## src/rtl/rst_drain_marker_q.sv

```systemverilog
`default_nettype none
// ============================================================================
// Module      : rst_drain_marker_q
// Description : Write-domain flush/reset marker tracker for an asynchronous
//               FIFO. Every flush request records the current write pointer
//               in a small circular queue. The read side stays blocked until
//               the synchronised read pointer reaches the head marker. A
//               programmable guard interval follows each marker before the
//               next marker is serviced or the read side is released.
// Ports       : clk_w      - write-domain clock (posedge)
//               rst_w      - asynchronous active-high reset
//               flush_req  - single-cycle request to mark the current wptr
//               wptr       - write pointer (clk_w domain)
//               rptr_sync  - read pointer already synchronised into clk_w
//               marker     - head pending marker, DEPTH-1 when queue empty
//               mrk_valid  - queue non-empty
//               mrk_count  - number of queued markers
//               rd_block   - read side must be held
//               flush_done - one-cycle pulse when drain and guard complete
//               mrk_ovf    - sticky: a request was dropped on a full queue
// Revision    : 1.0 - initial release
// ============================================================================
module rst_drain_marker_q #(
  parameter int PTRSIZE   = 10,
  parameter int DEPTH     = 1024,
  parameter int MRK_DEPTH = 4,
  parameter int HOLD_CYC  = 2
) (
  input  logic                               clk_w,
  input  logic                               rst_w,
  input  logic                               flush_req,
  input  logic [PTRSIZE-1:0]                 wptr,
  input  logic [PTRSIZE-1:0]                 rptr_sync,
  output logic [PTRSIZE-1:0]                 marker,
  output logic                               mrk_valid,
  output logic [$clog2(MRK_DEPTH+1)-1:0]     mrk_count,
  output logic                               rd_block,
  output logic                               flush_done,
  output logic                               mrk_ovf
);

  localparam int IW = (MRK_DEPTH > 1) ? $clog2(MRK_DEPTH) : 1;
  localparam int CW = $clog2(MRK_DEPTH + 1);
  localparam int GW = (HOLD_CYC > 1) ? $clog2(HOLD_CYC) : 1;

  localparam logic [PTRSIZE-1:0] C_IDLE_MRK   = PTRSIZE'(DEPTH - 1);
  localparam logic [IW-1:0]      C_LAST_IDX   = IW'(MRK_DEPTH - 1);
  localparam logic [CW-1:0]      C_FULL_CNT   = CW'(MRK_DEPTH);
  localparam logic [GW-1:0]      C_GUARD_INIT = (HOLD_CYC > 0) ? GW'(HOLD_CYC - 1) : '0;

  typedef enum logic [1:0] {
    S_IDLE  = 2'd0,
    S_DRAIN = 2'd1,
    S_GUARD = 2'd2
  } state_t;

  logic [PTRSIZE-1:0] mem_q [MRK_DEPTH];
  logic [IW-1:0]      head_q, tail_q;
  logic [CW-1:0]      count_q, count_d;
  state_t             state_q, state_d;
  logic [GW-1:0]      guard_q, guard_d;
  logic               done_q, done_d;
  logic               ovf_q;

  logic [IW-1:0]      w_tail_prev;
  logic               w_coalesce, w_full, w_push, w_drop, w_pop;

  // Indices wrap explicitly so non-power-of-two queue depths work.
  function automatic logic [IW-1:0] idx_inc(input logic [IW-1:0] idx);
    return (idx == C_LAST_IDX) ? '0 : idx + 1'b1;
  endfunction

  always_comb begin
    w_tail_prev = (tail_q == '0) ? C_LAST_IDX : tail_q - 1'b1;
    // A repeated request for the pointer already at the tail adds nothing.
    w_coalesce  = (count_q != '0) && (mem_q[w_tail_prev] == wptr);
    w_full      = (count_q == C_FULL_CNT);
    w_push      = flush_req && !w_coalesce && !w_full;
    w_drop      = flush_req && !w_coalesce && w_full;
    // Equality only: pointers wrap freely, so no ordering can be assumed.
    w_pop       = (state_q == S_DRAIN) && (count_q != '0) &&
                  (rptr_sync == mem_q[head_q]);
    count_d     = count_q + CW'(w_push) - CW'(w_pop);
  end

  always_comb begin
    state_d = state_q;
    guard_d = guard_q;
    done_d  = 1'b0;
    case (state_q)
      S_IDLE: begin
        if (count_q != '0) state_d = S_DRAIN;
      end
      S_DRAIN: begin
        if (w_pop) begin
          if (HOLD_CYC == 0) begin
            done_d  = 1'b1;
            // A same-edge push keeps the drain going without an IDLE bubble.
            state_d = (count_d != '0) ? S_DRAIN : S_IDLE;
          end else begin
            state_d = S_GUARD;
            guard_d = C_GUARD_INIT;
          end
        end
      end
      S_GUARD: begin
        if (guard_q == '0) begin
          done_d  = 1'b1;
          state_d = (count_q != '0) ? S_DRAIN : S_IDLE;
        end else begin
          guard_d = guard_q - 1'b1;
        end
      end
      default: state_d = S_IDLE;
    endcase
  end

  always_ff @(posedge clk_w or posedge rst_w) begin
    if (rst_w) begin
      for (int i = 0; i < MRK_DEPTH; i++) mem_q[i] <= '0;
      head_q  <= '0;
      tail_q  <= '0;
      count_q <= '0;
      state_q <= S_IDLE;
      guard_q <= '0;
      done_q  <= 1'b0;
      ovf_q   <= 1'b0;
    end else begin
      if (w_push) begin
        mem_q[tail_q] <= wptr;
        tail_q        <= idx_inc(tail_q);
      end
      if (w_pop) head_q <= idx_inc(head_q);
      count_q <= count_d;
      state_q <= state_d;
      guard_q <= guard_d;
      done_q  <= done_d;
      ovf_q   <= ovf_q | w_drop;
    end
  end

  assign marker     = (count_q != '0) ? mem_q[head_q] : C_IDLE_MRK;
  assign mrk_valid  = (count_q != '0);
  assign mrk_count  = count_q;
  assign rd_block   = (state_q != S_IDLE) || (count_q != '0);
  assign flush_done = done_q;
  assign mrk_ovf    = ovf_q;

endmodule
`default_nettype wire

```

## config.mk

```make
export PLATFORM = sky130hd
export DESIGN_NAME = rst_drain_marker_q
export DESIGN_NICKNAME = d
export VERILOG_FILES = /design/src/rtl/rst_drain_marker_q.sv
export SDC_FILE = /design/constraint.sdc
export NUM_CORES = 1
export LEC_CHECK = 0
export ABC_AREA = 1
export BUFFER_PORTS_ARGS = -buffer_cell sky130_fd_sc_hd__buf_4
export CAP_MARGIN = 20
export CORE_UTILIZATION = 54
export CTS_CLUSTER_SIZE = 16
export DETAILED_ROUTE_END_ITERATION = 7
export PLACE_DENSITY = 0.75
export SETUP_SLACK_MARGIN = 0.15
export SYNTH_ARGS = -nofsm -noshare
export SYNTH_HDL_FRONTEND = slang
export SYNTH_SLANG_ARGS = --single-unit
```

## constraint.sdc

```tcl
create_clock -name clk_w -period 3.2 [get_ports clk_w]
set_input_delay 0.64 -clock clk_w [delete_from_list [all_inputs] [get_ports clk_w]]
set_output_delay 0.64 -clock clk_w [all_outputs]
set_load 0.05 [all_outputs]
```

==> flow_summary_export.csv <==
group,metric,value,unit
run_status,status,"finished clean",
routing,ant_nets,0,
yosys,avgSynthCellArea,6.99,sq um
worst_setup_path,timing.rr.start,"tail_q[0]",
layout,insertedDiodeCount,0,
sta,max_freq,329,MHz
worst_setup_path,crit_buf_inv,5,
worst_setup_path,cp-end-kind,"flop",
clock_tree,cts_hold_buffers,0,
sta,rsz0062_at_grt,"yes",
sta,tightest_slew,0.729,ns
worst_setup_path,crit_start,"tail_q[0]",
layout,syn_to_final_growth,19.2,%
placement,dp_hpwl,7370,um
routing,routed_via_density,5.92,
floorplan,die-height,84.7,um
layout,drive_gt1_share,21.9,%
floorplan,core_region_area,6490,sq um
pwr,ir_drop,538,uV
yosys,synth_nets,560,
worst_setup_path,cp.depth,19,
worst_setup_path,cp_slowest_stage_delay,0.45,ns
routing,drt_iter0_markers,279,
worst_setup_path,arrival,3.24,ns
global_route,grt_max_degree,48,
sta,maxSlewViolCount,0,
worst_hold_path,hold_path_class,"primary input to asynchronous set/reset pin",
sta,fin_crit_sh,95.0,%
yosys,ys_types,35,
sta,fin_skew,0.0123,ns
layout,post-route-util,67.8,%
global_route,grt_pass1_wl,17800,um
layout,fillers,571,
floorplan,start_util,56.9,%
sta,setup_tns,0,ns
clock_tree,clkTransAtPathRegs,0.10,ns
worst_setup_path,cp-start-kind,"flop",
layout,final_nets,602,
yosys,ys.warnings.count,0,
worst_setup_path,cp_max_fo,5,
floorplan,ioPinCount,40,
global_route,grt-ovfl-total,0,
sta,period_needed,3.04,ns
routing,drcViolationCount,0,
yosys,ys_ff_latch,52,
clock_tree,clock_path_buffers,2,
worst_setup_path,endpoint,"mrk_count[2]",
yosys,synth_cells,529,
worst_setup_path,r2r_setup_slack,0.16,ns
clock_tree,clock-sinks,52,
global_route,grt.total_usage,32.4,%
worst_setup_path,crit_required,3.41,ns
global_route,grt_pass1_vias,3542,
worst_setup_path,reg2reg_depth,19,
routing,vias,3839,
sta,hold_viol_final,0,
floorplan,die_w,84.7,um
worst_setup_path,setup.worst_path.class,"flop to flop",
clock_tree,cts_root_buffer,"clkbuf_8",
placement,gp_congestion,0.971,
floorplan,rows,29,
worst_setup_path,critPathSlowestCell,"dfrtp_1",
sta,slew_headroom,51.4,%
yosys,syn_area,3700,sq um
clock_tree,cts_tree,"done",
clock_tree,clk_latency,0.31,ns
worst_setup_path,rr_endpoint,"mrk_count[2]",
run,drv_cap,0,
yosys,seq_area_frac_synth,35.2,%
layout,multi_input_area,2230,sq um
pwr,p_leak,2.28,nW
placement,io_buffers,39,
worst_setup_path,cpLargestDelayFamily,"adder cells",
clock_tree,cts_buffers,5,
clock_tree,cts_max_level,2,
global_route,antenna_found_initial,0,
routing,drtPass1Iterations,7,
routing,wl_per_cell,17.2,um
floorplan,die_area,7180,sq um
worst_setup_path,path_cells,"inv_4 > ha_4 > buf_6 > buf_6 > nand3_4 > nand3b_1 > nand2_1 > nor2_2 > nand3_2 > nor2_4 > nor2_8 > nand2_4 > ha_4 > inv_2 > ha_2 > inv_2 > fa_2 > xnor2_2 > xor2_1",
layout,seq_area,1300,sq um
sta,finalSetupViolations,0,
pwr,p_per_area,1210,nW/um^2
routing,drt-total-wl,11100,um
area by class of cell:
cell class / instances / area share (%)
Clock buffer: 5 / 1.56
Clock inverter: 2 / 0.284
Inverter: 36 / 3.52
Multi-Input combinational cell: 412 / 50.6
Sequential cell: 52 / 29.6
Tap cell: 77 / 2.19
Timing Repair Buffer: 64 / 12.2
through the flow:
step           std cells  total power, mW  setup slack, ns  hold WS (ns)  area, sq um
2_1_floorplan        529             3.57            0.151         0.425         3730
3_3_place_gp         629             4.26            0.217         0.437         4020
3_5_place_dp         629             4.33            0.149         0.445         4020
4_1_cts              639             4.75            0.188         0.415         4130
5_1_grt              648             5.74           0.0239         0.453         4410
6_report             648             5.33            0.161         0.396         4410
routing by layer:
| layer | global-route usage, % | vias to the layer above | wire (um) |
|---|---|---|---|
| met3 | 5.51 | 33 | 881 |
| met1 | 42.9 | 1798 | 4700 |
| met2 | 53.0 | 181 | 5160 |
| li1 | - | 1827 | - |
| met5 | 0 | - | 0 |
| met4 | 12.6 | 0 | 391 |
cell usage after synthesis, drive strengths merged:
master | n | area [sq um]
a21oi | 7 | 38.8
nand3 | 78 | 443
nor3 | 3 | 15.0
nor3b | 1 | 12.5
ha | 7 | 87.6
o211ai | 1 | 7.51
dfrtp | 52 | 1300
xor2 | 3 | 26.3
inv | 36 | 138
o21bai | 1 | 7.51
buf | 24 | 170
nand2 | 232 | 876
or2 | 1 | 6.26
xnor2 | 4 | 35.0
nand3b | 2 | 15.0
clkbuf | 5 | 18.8
nor2 | 16 | 86.3
fa | 1 | 20.0
nand4 | 44 | 335
o22ai | 1 | 6.26
o21ai | 10 | 50.0
cell usage in the layout (no fill, tap or decap), drive strengths merged:
cell type	Yosys	routed
a21oi	7	7
buf	24	64
clkbuf	5	5
clkinv	0	2
clkinvlp	0	1
dfrtp	52	52
fa	1	1
ha	7	7
inv	36	35
nand2	232	232
nand3	78	78
nand3b	2	2
nand4	44	44
nor2	16	16
nor3	3	3
nor3b	1	1
o211ai	1	1
o21ai	10	10
o21bai	1	1
o22ai	1	1
or2	1	1
xnor2	4	4
xor2	3	3
sequential cells by signal, indices dropped and copies added, names as in the netlist:
register,flops
mem_q,40
head_q,2
state_q,2
guard_q,1
flush_done,1
mrk_count,3
tail_q,2
mrk_ovf,1
where the power goes:
group	total (mW)	internal (mW)	switching (mW)
clock	0.376	0.149	0.227
combinational	3.76	1.38	2.38
sequential	1.19	0.927	0.264
total	5.33	2.46	2.87
worst min-delay path by stage:
stage / start / endpoint
3_5_place_dp: guard_q / flush_done
5_1_grt: rst_w / mem_q[4]
3_3_place_gp: guard_q / flush_done
2_1_floorplan: guard_q / flush_done
6_report: rst_w / mem_q[4]
4_1_cts: rst_w / mem_q[4]
cells by family after synthesis:
family / Yosys count / share of synthesized area (%)
and+or+nand+nor: 377 / 48.4
buffers and inverters: 65 / 8.84
DFF: 52 / 35.2
AOI/OAI and AO/OA: 20 / 2.98
adders and majority gates: 8 / 2.91
xor gates and xnor gates: 7 / 1.66
repair_timing:
item / in CTS / in global routing
cloned: 0 / 0
resized for setup: 0 / 48
pin swaps: 2 / 8
setup endpoints to repair: 1 / 2
buffers inserted: 3 / 9
(Power assumes the default switching activity.)
